`src/rtl/fg_wave_scheduler_if.sv`:
```
// Configuration handshake and sample-sequencing bundle for fg_wave_scheduler.
// The master drives run control and configuration; the slave (scheduler) drives status and timing.
interface fg_wave_scheduler_if #(
  parameter int unsigned DIV_W = 16
) ();
  logic             run_en;
  logic             cfg_valid;
  logic             cfg_ready;
  logic [1:0]       cfg_wave_sel;
  logic [DIV_W-1:0] cfg_div;
  logic [11:0]      cfg_max;
  logic [11:0]      cfg_min;
  logic             cfg_err;
  logic             sample_tick;
  logic [6:0]       phase_idx;
  logic             period_start;
  logic [1:0]       wave_sel;
  logic [11:0]      maximum;
  logic [11:0]      minimum;
  logic             active;

  modport master (
    output run_en, cfg_valid, cfg_wave_sel, cfg_div, cfg_max, cfg_min,
    input  cfg_ready, cfg_err, sample_tick, phase_idx, period_start, wave_sel, maximum, minimum,
           active
  );

  modport slave (
    input  run_en, cfg_valid, cfg_wave_sel, cfg_div, cfg_max, cfg_min,
    output cfg_ready, cfg_err, sample_tick, phase_idx, period_start, wave_sel, maximum, minimum,
           active
  );
endinterface

```
`src/rtl/fg_wave_scheduler.sv`:
```
// Sample-strobe / phase sequencer that applies new waveform configs only at period boundaries.
// Optional FG_SWEEP_EN: divider steps down by SWEEP_STEP each period, reloading the accepted cfg_div.
module fg_wave_scheduler #(
  parameter int unsigned TABLE_LEN  = 100,
  parameter int unsigned DIV_W      = 16,
  parameter int unsigned SWEEP_STEP = 1
) (
  input logic                 clock,
  input logic                 reset_n,
  fg_wave_scheduler_if.slave  bus
);

  typedef enum logic [1:0] {StIdle, StRun, StPending} state_e;

  localparam logic [6:0] PhaseLast = 7'(TABLE_LEN - 1);

  state_e           state_q, state_d;
  logic [DIV_W-1:0] cnt_q, cnt_d;
  logic [6:0]       phase_q, phase_d;
  logic [1:0]       sel_q, sel_d, sh_sel_q, sh_sel_d;
  logic [DIV_W-1:0] div_q, div_d, sh_div_q, sh_div_d;
  logic [11:0]      max_q, max_d, sh_max_q, sh_max_d;
  logic [11:0]      min_q, min_d, sh_min_q, sh_min_d;
  logic             active_q, active_d;
  logic             err_q, err_d;

  logic [DIV_W-1:0] eff_div;
  logic             running, xfer, cfg_ok, tick, wrap;

  assign running = (state_q == StRun) || (state_q == StPending);
  assign xfer    = bus.cfg_valid && (state_q != StPending);
  assign cfg_ok  = (bus.cfg_div != '0) && (bus.cfg_max > bus.cfg_min);
  assign tick    = running && bus.run_en && (cnt_q == (eff_div - DIV_W'(1)));
  assign wrap    = tick && (phase_q == PhaseLast);

  always_comb begin
    state_d  = state_q;
    cnt_d    = cnt_q;
    phase_d  = phase_q;
    sel_d    = sel_q;
    div_d    = div_q;
    max_d    = max_q;
    min_d    = min_q;
    sh_sel_d = sh_sel_q;
    sh_div_d = sh_div_q;
    sh_max_d = sh_max_q;
    sh_min_d = sh_min_q;
    active_d = active_q;
    err_d    = 1'b0;

    if (running && bus.run_en) begin
      if (tick) begin
        cnt_d   = '0;
        phase_d = wrap ? 7'd0 : phase_q + 7'd1;
      end else begin
        cnt_d = cnt_q + DIV_W'(1);
      end
    end

    // A pending config takes over exactly on the edge that produces index 0.
    if ((state_q == StPending) && wrap) begin
      sel_d   = sh_sel_q;
      div_d   = sh_div_q;
      max_d   = sh_max_q;
      min_d   = sh_min_q;
      cnt_d   = '0;
      phase_d = 7'd0;
      state_d = StRun;
    end

    if (xfer) begin
      if (!cfg_ok) begin
        err_d = 1'b1;
      end else if (state_q == StIdle) begin
        sel_d    = bus.cfg_wave_sel;
        div_d    = bus.cfg_div;
        max_d    = bus.cfg_max;
        min_d    = bus.cfg_min;
        active_d = 1'b1;
        cnt_d    = '0;
        phase_d  = 7'd0;
        state_d  = StRun;
      end else begin
        sh_sel_d = bus.cfg_wave_sel;
        sh_div_d = bus.cfg_div;
        sh_max_d = bus.cfg_max;
        sh_min_d = bus.cfg_min;
        state_d  = StPending;
      end
    end
  end

  always_ff @(posedge clock or negedge reset_n) begin
    if (!reset_n) begin
      state_q  <= StIdle;
      cnt_q    <= '0;
      phase_q  <= '0;
      sel_q    <= '0;
      div_q    <= '0;
      max_q    <= '0;
      min_q    <= '0;
      sh_sel_q <= '0;
      sh_div_q <= '0;
      sh_max_q <= '0;
      sh_min_q <= '0;
      active_q <= 1'b0;
      err_q    <= 1'b0;
    end else begin
      state_q  <= state_d;
      cnt_q    <= cnt_d;
      phase_q  <= phase_d;
      sel_q    <= sel_d;
      div_q    <= div_d;
      max_q    <= max_d;
      min_q    <= min_d;
      sh_sel_q <= sh_sel_d;
      sh_div_q <= sh_div_d;
      sh_max_q <= sh_max_d;
      sh_min_q <= sh_min_d;
      active_q <= active_d;
      err_q    <= err_d;
    end
  end

`ifdef FG_SWEEP_EN
  localparam logic [DIV_W-1:0] Step = DIV_W'(SWEEP_STEP);

  logic [DIV_W-1:0] eff_div_q, eff_div_d;

  always_comb begin
    eff_div_d = eff_div_q;
    if ((state_q == StPending) && wrap) begin
      eff_div_d = sh_div_q;
    end else if (wrap) begin
      // Stepping below 1 restarts the sweep from the accepted divider.
      eff_div_d = (eff_div_q > Step) ? eff_div_q - Step : div_q;
    end
    if (xfer && cfg_ok && (state_q == StIdle)) begin
      eff_div_d = bus.cfg_div;
    end
  end

  always_ff @(posedge clock or negedge reset_n) begin
    if (!reset_n) begin
      eff_div_q <= '0;
    end else begin
      eff_div_q <= eff_div_d;
    end
  end

  assign eff_div = eff_div_q;
`else
  assign eff_div = div_q;
`endif

  assign bus.cfg_ready    = (state_q != StPending);
  assign bus.cfg_err      = err_q;
  assign bus.sample_tick  = tick;
  assign bus.period_start = wrap;
  assign bus.phase_idx    = phase_q;
  assign bus.wave_sel     = sel_q;
  assign bus.maximum      = max_q;
  assign bus.minimum      = min_q;
  assign bus.active       = active_q;

endmodule

```
`src/flat_wrapper.sv`:
```
// flat-port wrapper written by rule: the top's interface ports become plain ports
module fg_wave_scheduler_flat 
#(
  parameter int unsigned TABLE_LEN  = 100,
  parameter int unsigned DIV_W      = 16,
  parameter int unsigned SWEEP_STEP = 1
)
  (clock, reset_n, bus_run_en, bus_cfg_valid, bus_cfg_wave_sel, bus_cfg_div, bus_cfg_max, bus_cfg_min, bus_cfg_ready, bus_cfg_err, bus_sample_tick, bus_phase_idx, bus_period_start, bus_wave_sel, bus_maximum, bus_minimum, bus_active);
  fg_wave_scheduler_if #(.DIV_W(DIV_W)) bus_i ();
  input logic clock;
  input logic reset_n;
  input wire logic [$bits(bus_i.run_en)-1:0] bus_run_en;
  input wire logic [$bits(bus_i.cfg_valid)-1:0] bus_cfg_valid;
  input wire logic [$bits(bus_i.cfg_wave_sel)-1:0] bus_cfg_wave_sel;
  input wire logic [$bits(bus_i.cfg_div)-1:0] bus_cfg_div;
  input wire logic [$bits(bus_i.cfg_max)-1:0] bus_cfg_max;
  input wire logic [$bits(bus_i.cfg_min)-1:0] bus_cfg_min;
  output wire logic [$bits(bus_i.cfg_ready)-1:0] bus_cfg_ready;
  output wire logic [$bits(bus_i.cfg_err)-1:0] bus_cfg_err;
  output wire logic [$bits(bus_i.sample_tick)-1:0] bus_sample_tick;
  output wire logic [$bits(bus_i.phase_idx)-1:0] bus_phase_idx;
  output wire logic [$bits(bus_i.period_start)-1:0] bus_period_start;
  output wire logic [$bits(bus_i.wave_sel)-1:0] bus_wave_sel;
  output wire logic [$bits(bus_i.maximum)-1:0] bus_maximum;
  output wire logic [$bits(bus_i.minimum)-1:0] bus_minimum;
  output wire logic [$bits(bus_i.active)-1:0] bus_active;
  assign bus_i.run_en = bus_run_en;
  assign bus_i.cfg_valid = bus_cfg_valid;
  assign bus_i.cfg_wave_sel = bus_cfg_wave_sel;
  assign bus_i.cfg_div = bus_cfg_div;
  assign bus_i.cfg_max = bus_cfg_max;
  assign bus_i.cfg_min = bus_cfg_min;
  assign bus_cfg_ready = bus_i.cfg_ready;
  assign bus_cfg_err = bus_i.cfg_err;
  assign bus_sample_tick = bus_i.sample_tick;
  assign bus_phase_idx = bus_i.phase_idx;
  assign bus_period_start = bus_i.period_start;
  assign bus_wave_sel = bus_i.wave_sel;
  assign bus_maximum = bus_i.maximum;
  assign bus_minimum = bus_i.minimum;
  assign bus_active = bus_i.active;
  fg_wave_scheduler #(.TABLE_LEN(TABLE_LEN), .DIV_W(DIV_W), .SWEEP_STEP(SWEEP_STEP)) u_core (.clock(clock), .reset_n(reset_n), .bus(bus_i));
endmodule
```
`config.mk`:
```
export PLATFORM = sky130hd
export DESIGN_NAME = fg_wave_scheduler_flat
export DESIGN_NICKNAME = d
export VERILOG_FILES = /design/src/rtl/fg_wave_scheduler_if.sv /design/src/rtl/fg_wave_scheduler.sv /design/src/flat_wrapper.sv
export SDC_FILE = /design/constraint.sdc
export NUM_CORES = 1
export LEC_CHECK = 0
export CAP_MARGIN = 15
export CORE_ASPECT_RATIO = 0.75
export CORE_MARGIN = 1.5
export CORE_UTILIZATION = 50
export CTS_CLUSTER_DIAMETER = 50
export DETAILED_ROUTE_END_ITERATION = 10
export PLACE_DENSITY = 0.83
export SYNTH_ARGS = -nofsm -noshare
export SYNTH_HDL_FRONTEND = slang
export SYNTH_SLANG_ARGS = --single-unit
```
`constraint.sdc`:
```
create_clock -name clock -period 8 [get_ports clock]
set_input_delay 1.6 -clock clock [delete_from_list [all_inputs] [get_ports clock]]
set_output_delay 1.6 -clock clock [all_outputs]
set_load 0.01 [all_outputs]
```
==> qor.yml <==
grt_pass1_vias: 4859
drc: 0
boundaryPins: 84
core_mm2: 0.01153
overflow: 0
p_leak_nw: 2.978
hpwl_um: 10460
clk_latency_ns: 0.34
place_worst_setup_slack_ns: 2.306
rrSetupSlack_ns: 4.25
final_common_cell: "dfrtp_1"
wl_met2_um: 6889
grt_use_total: 0.2468
vias_per_cell: 5.849
synth_compound_area_frac: 0.07205
worst-endpoint-required_ns: 6.40
hold_viol: 0
holdPathStages: 1
layout-drive-gt1-share: 0.1165
worstPathArrival_ns: 4.11
syn-cell-area_mm2: 0.005887
cts.clk_slew.worst_paths_ns: 0.07
fmax_mhz: 175.1
synthMuxAreaShare: 0.08204
ys_seq_area_frac: 0.4718
hold_class: "register to register"
routedWlPerCell_um: 18.03
crit_type: "input port to output port"
numPortBuffers: 83
worst_slack_ns: 2.290
synth_top_family_by_area: "simple AND/OR/NAND/NOR gates"
ys_async_sr_fraction: 1.000
max_cap_viol_count: 0
slew_violations: 0
grt_first_pass_wirelength_um: 24490
cp-end-kind: "output port"
cts_buffer_depth: 2
grt_setup_unrepaired: "no"
die_x_um: 128.3
syn_inst: 591
startpoint_type: "input port"
r2r_end: "u_core.bus.minimum[3]"
wl_met1_um: 6883
fin_hold_ws_ns: 0.4679
period_share: 0.7138
first_pass_iters: 4
synthAdderAreaFrac: 0.03613
synth-edff-count: 0
tightest_slew_ns: 0.9827
critPathLaunch: "bus_run_en"
drt_iter0_drc: 427
max_slew_margin: 0.3449
diodes: 0
final.setup.tns_ns: 0
final_cell_mix: "111 x dfrtp_1, 84 x nand3_1, 82 x clkdlybuf4s50_1, 44 x nand2_1, 42 x mux2_2"
setup_viol: 0
clock_sink_count: 111
grt_max_degree: 86
synth_top_cells_by_area: "dfrtp_1 47%, mux2_2 8.0%, nand3_1 7.1%, nand3b_1 5.0%, ha_1 3.6%"
skew_ns: 0.005254
gp_congestion: 0.9105
ys.flop_type: "dfrtp_1"
critPathMaxFanout: 7
finalCriticalPeriod_ns: 5.710
cts_resized: 0
reg2reg_from: "u_core.div_q[0]"
cts_setup_buffers: 0
die_area_mm2: 0.01244
wirelength_um: 14840
areaGrowthSynthToFinish_pct: 20.98
min_to: "u_core.bus.active"
rows: 34
hold_buffers: 0
antenna_found_initial: 0
synth_top_cell_area_share: 0.4718
highest_layer: "met4"
rr_worst_depth: 10
htree_levels: 3
synth_nets: 654
synth_simple_gate_area_frac: 0.2525
status: "finished, final reports clean"
numCtsBuffers: 9
avgSynthCellArea_um2: 9.961
synthXorXnorAreaFrac: 0.04548
vias: 4814
cts_tree: "yes"
ant_nets: 0
layout.nets: 719
ir_worst_vdd_v: 0.0001497
initial_core_util: 0.5106
hp-start: "u_core.bus.active"
wl_met3_um: 802
cts-root-buf: "clkbuf_16"
yosysTopAreaCell: "dfrtp_1"
ys_ff_latch: 111
chipHeight_um: 96.97
yosysUniqueCellTypes: 49
power.density_mw_per_mm2: 311.7
ys_warn_count: 0
fill_cells: 875
-- cell usage after synthesis, types with 4 or more instances --
cell type / n
dfrtp_1: 111
nand3_1: 84
nand2_1: 45
mux2_2: 42
nand3b_1: 39
nor2_1: 34
clkbuf_1: 24
inv_1: 23
ha_1: 17
xor2_1: 16
a21oi_1: 15
o211ai_1: 14
xnor2_1: 12
nand4_1: 11
or3_1: 10
nor4_1: 8
o21ai_0: 8
or4_1: 7
nor3_1: 6
and3_1: 5
buf_2: 5
nor2b_1: 5
a21o_1: 4
and2_1: 4
nand2b_1: 4
o31ai_1: 4
-- worst max-delay path: stages --
cell and delay [ns]:
clkdlybuf4s50_1 0.47, and2_1 0.26, nand3_1 0.11, a211oi_1 0.29, o211ai_1 0.15, or3_1 0.41
nor2_1 0.15, and2_1 0.13, clkdlybuf4s50_1 0.53
-- cells by family after synthesis --
logic type / Yosys count
AO/OA/AOI/OAI: 61
adder cells (fa/ha/maj): 17
XOR/XNOR: 29
multiplexers: 43
buffers and inverters: 57
AND/OR/NAND/NOR: 273
flip-flops: 111
-- worst max path at each step --
| stage | endpoint | slack (ns) | depth (start not counted) |
|---|---|---|---|
| floorplan | bus_period_start | 3.23 | 8 |
| global placement | bus_period_start | 2.37 | 9 |
| detailed placement | bus_period_start | 2.31 | 9 |
| CTS | bus_period_start | 2.31 | 9 |
| global route | bus_period_start | 2.14 | 9 |
| finish | bus_period_start | 2.29 | 9 |
-- registers in the layout, indices dropped and copies added (netlist names) --
register	cells
u_core.bus.active	1
u_core.bus.cfg_err	1
u_core.bus.maximum	12
u_core.bus.minimum	12
u_core.bus.phase_idx	7
u_core.bus.wave_sel	2
u_core.cnt_q	16
u_core.div_q	16
u_core.sh_div_q	16
u_core.sh_max_q	12
u_core.sh_min_q	12
u_core.sh_sel_q	2
u_core.state_q	2
-- per-stage QoR --
step | area, um^2 | power, mW | std cells | utilization
2_1_floorplan | 5887 | 1.439 | 591 | -
3_3_place_gp | 6823 | 1.707 | 807 | 0.5918
3_5_place_dp | 6823 | 1.762 | 807 | 0.5918
4_1_cts | 7122 | 2.221 | 823 | 0.6178
5_1_grt | 7122 | 2.349 | 823 | 0.6178
6_report | 7122 | 2.220 | 823 | 0.6178
-- layer usage --
metal,vias up,track usage
met5,-,0
met4,0,0.07174
met3,21,0.04369
met2,150,0.3809
met1,2392,0.3575
li1,2251,-
-- where the power goes --
group | internal, mW | switching (mW) | total (mW)
clock network | 0.252 | 0.204 | 0.456
registers | 0.785 | 0.177 | 0.962
logic | 0.415 | 0.386 | 0.801
-- final cells by class --
type                            instances  area [um^2]  share of cell area
Timing Repair Buffer                   88        865.8              0.1216
Clock buffer                           11        242.7             0.03408
Multi-Input combinational cell        423         2890              0.4058
Clock inverter                          5        56.30            0.007906
Inverter                               23        86.33             0.01212
Tap cell                              162        202.7             0.02846
Sequential cell                       111         2778              0.3900
Note: power is estimated with default switching activity, not from simulation.
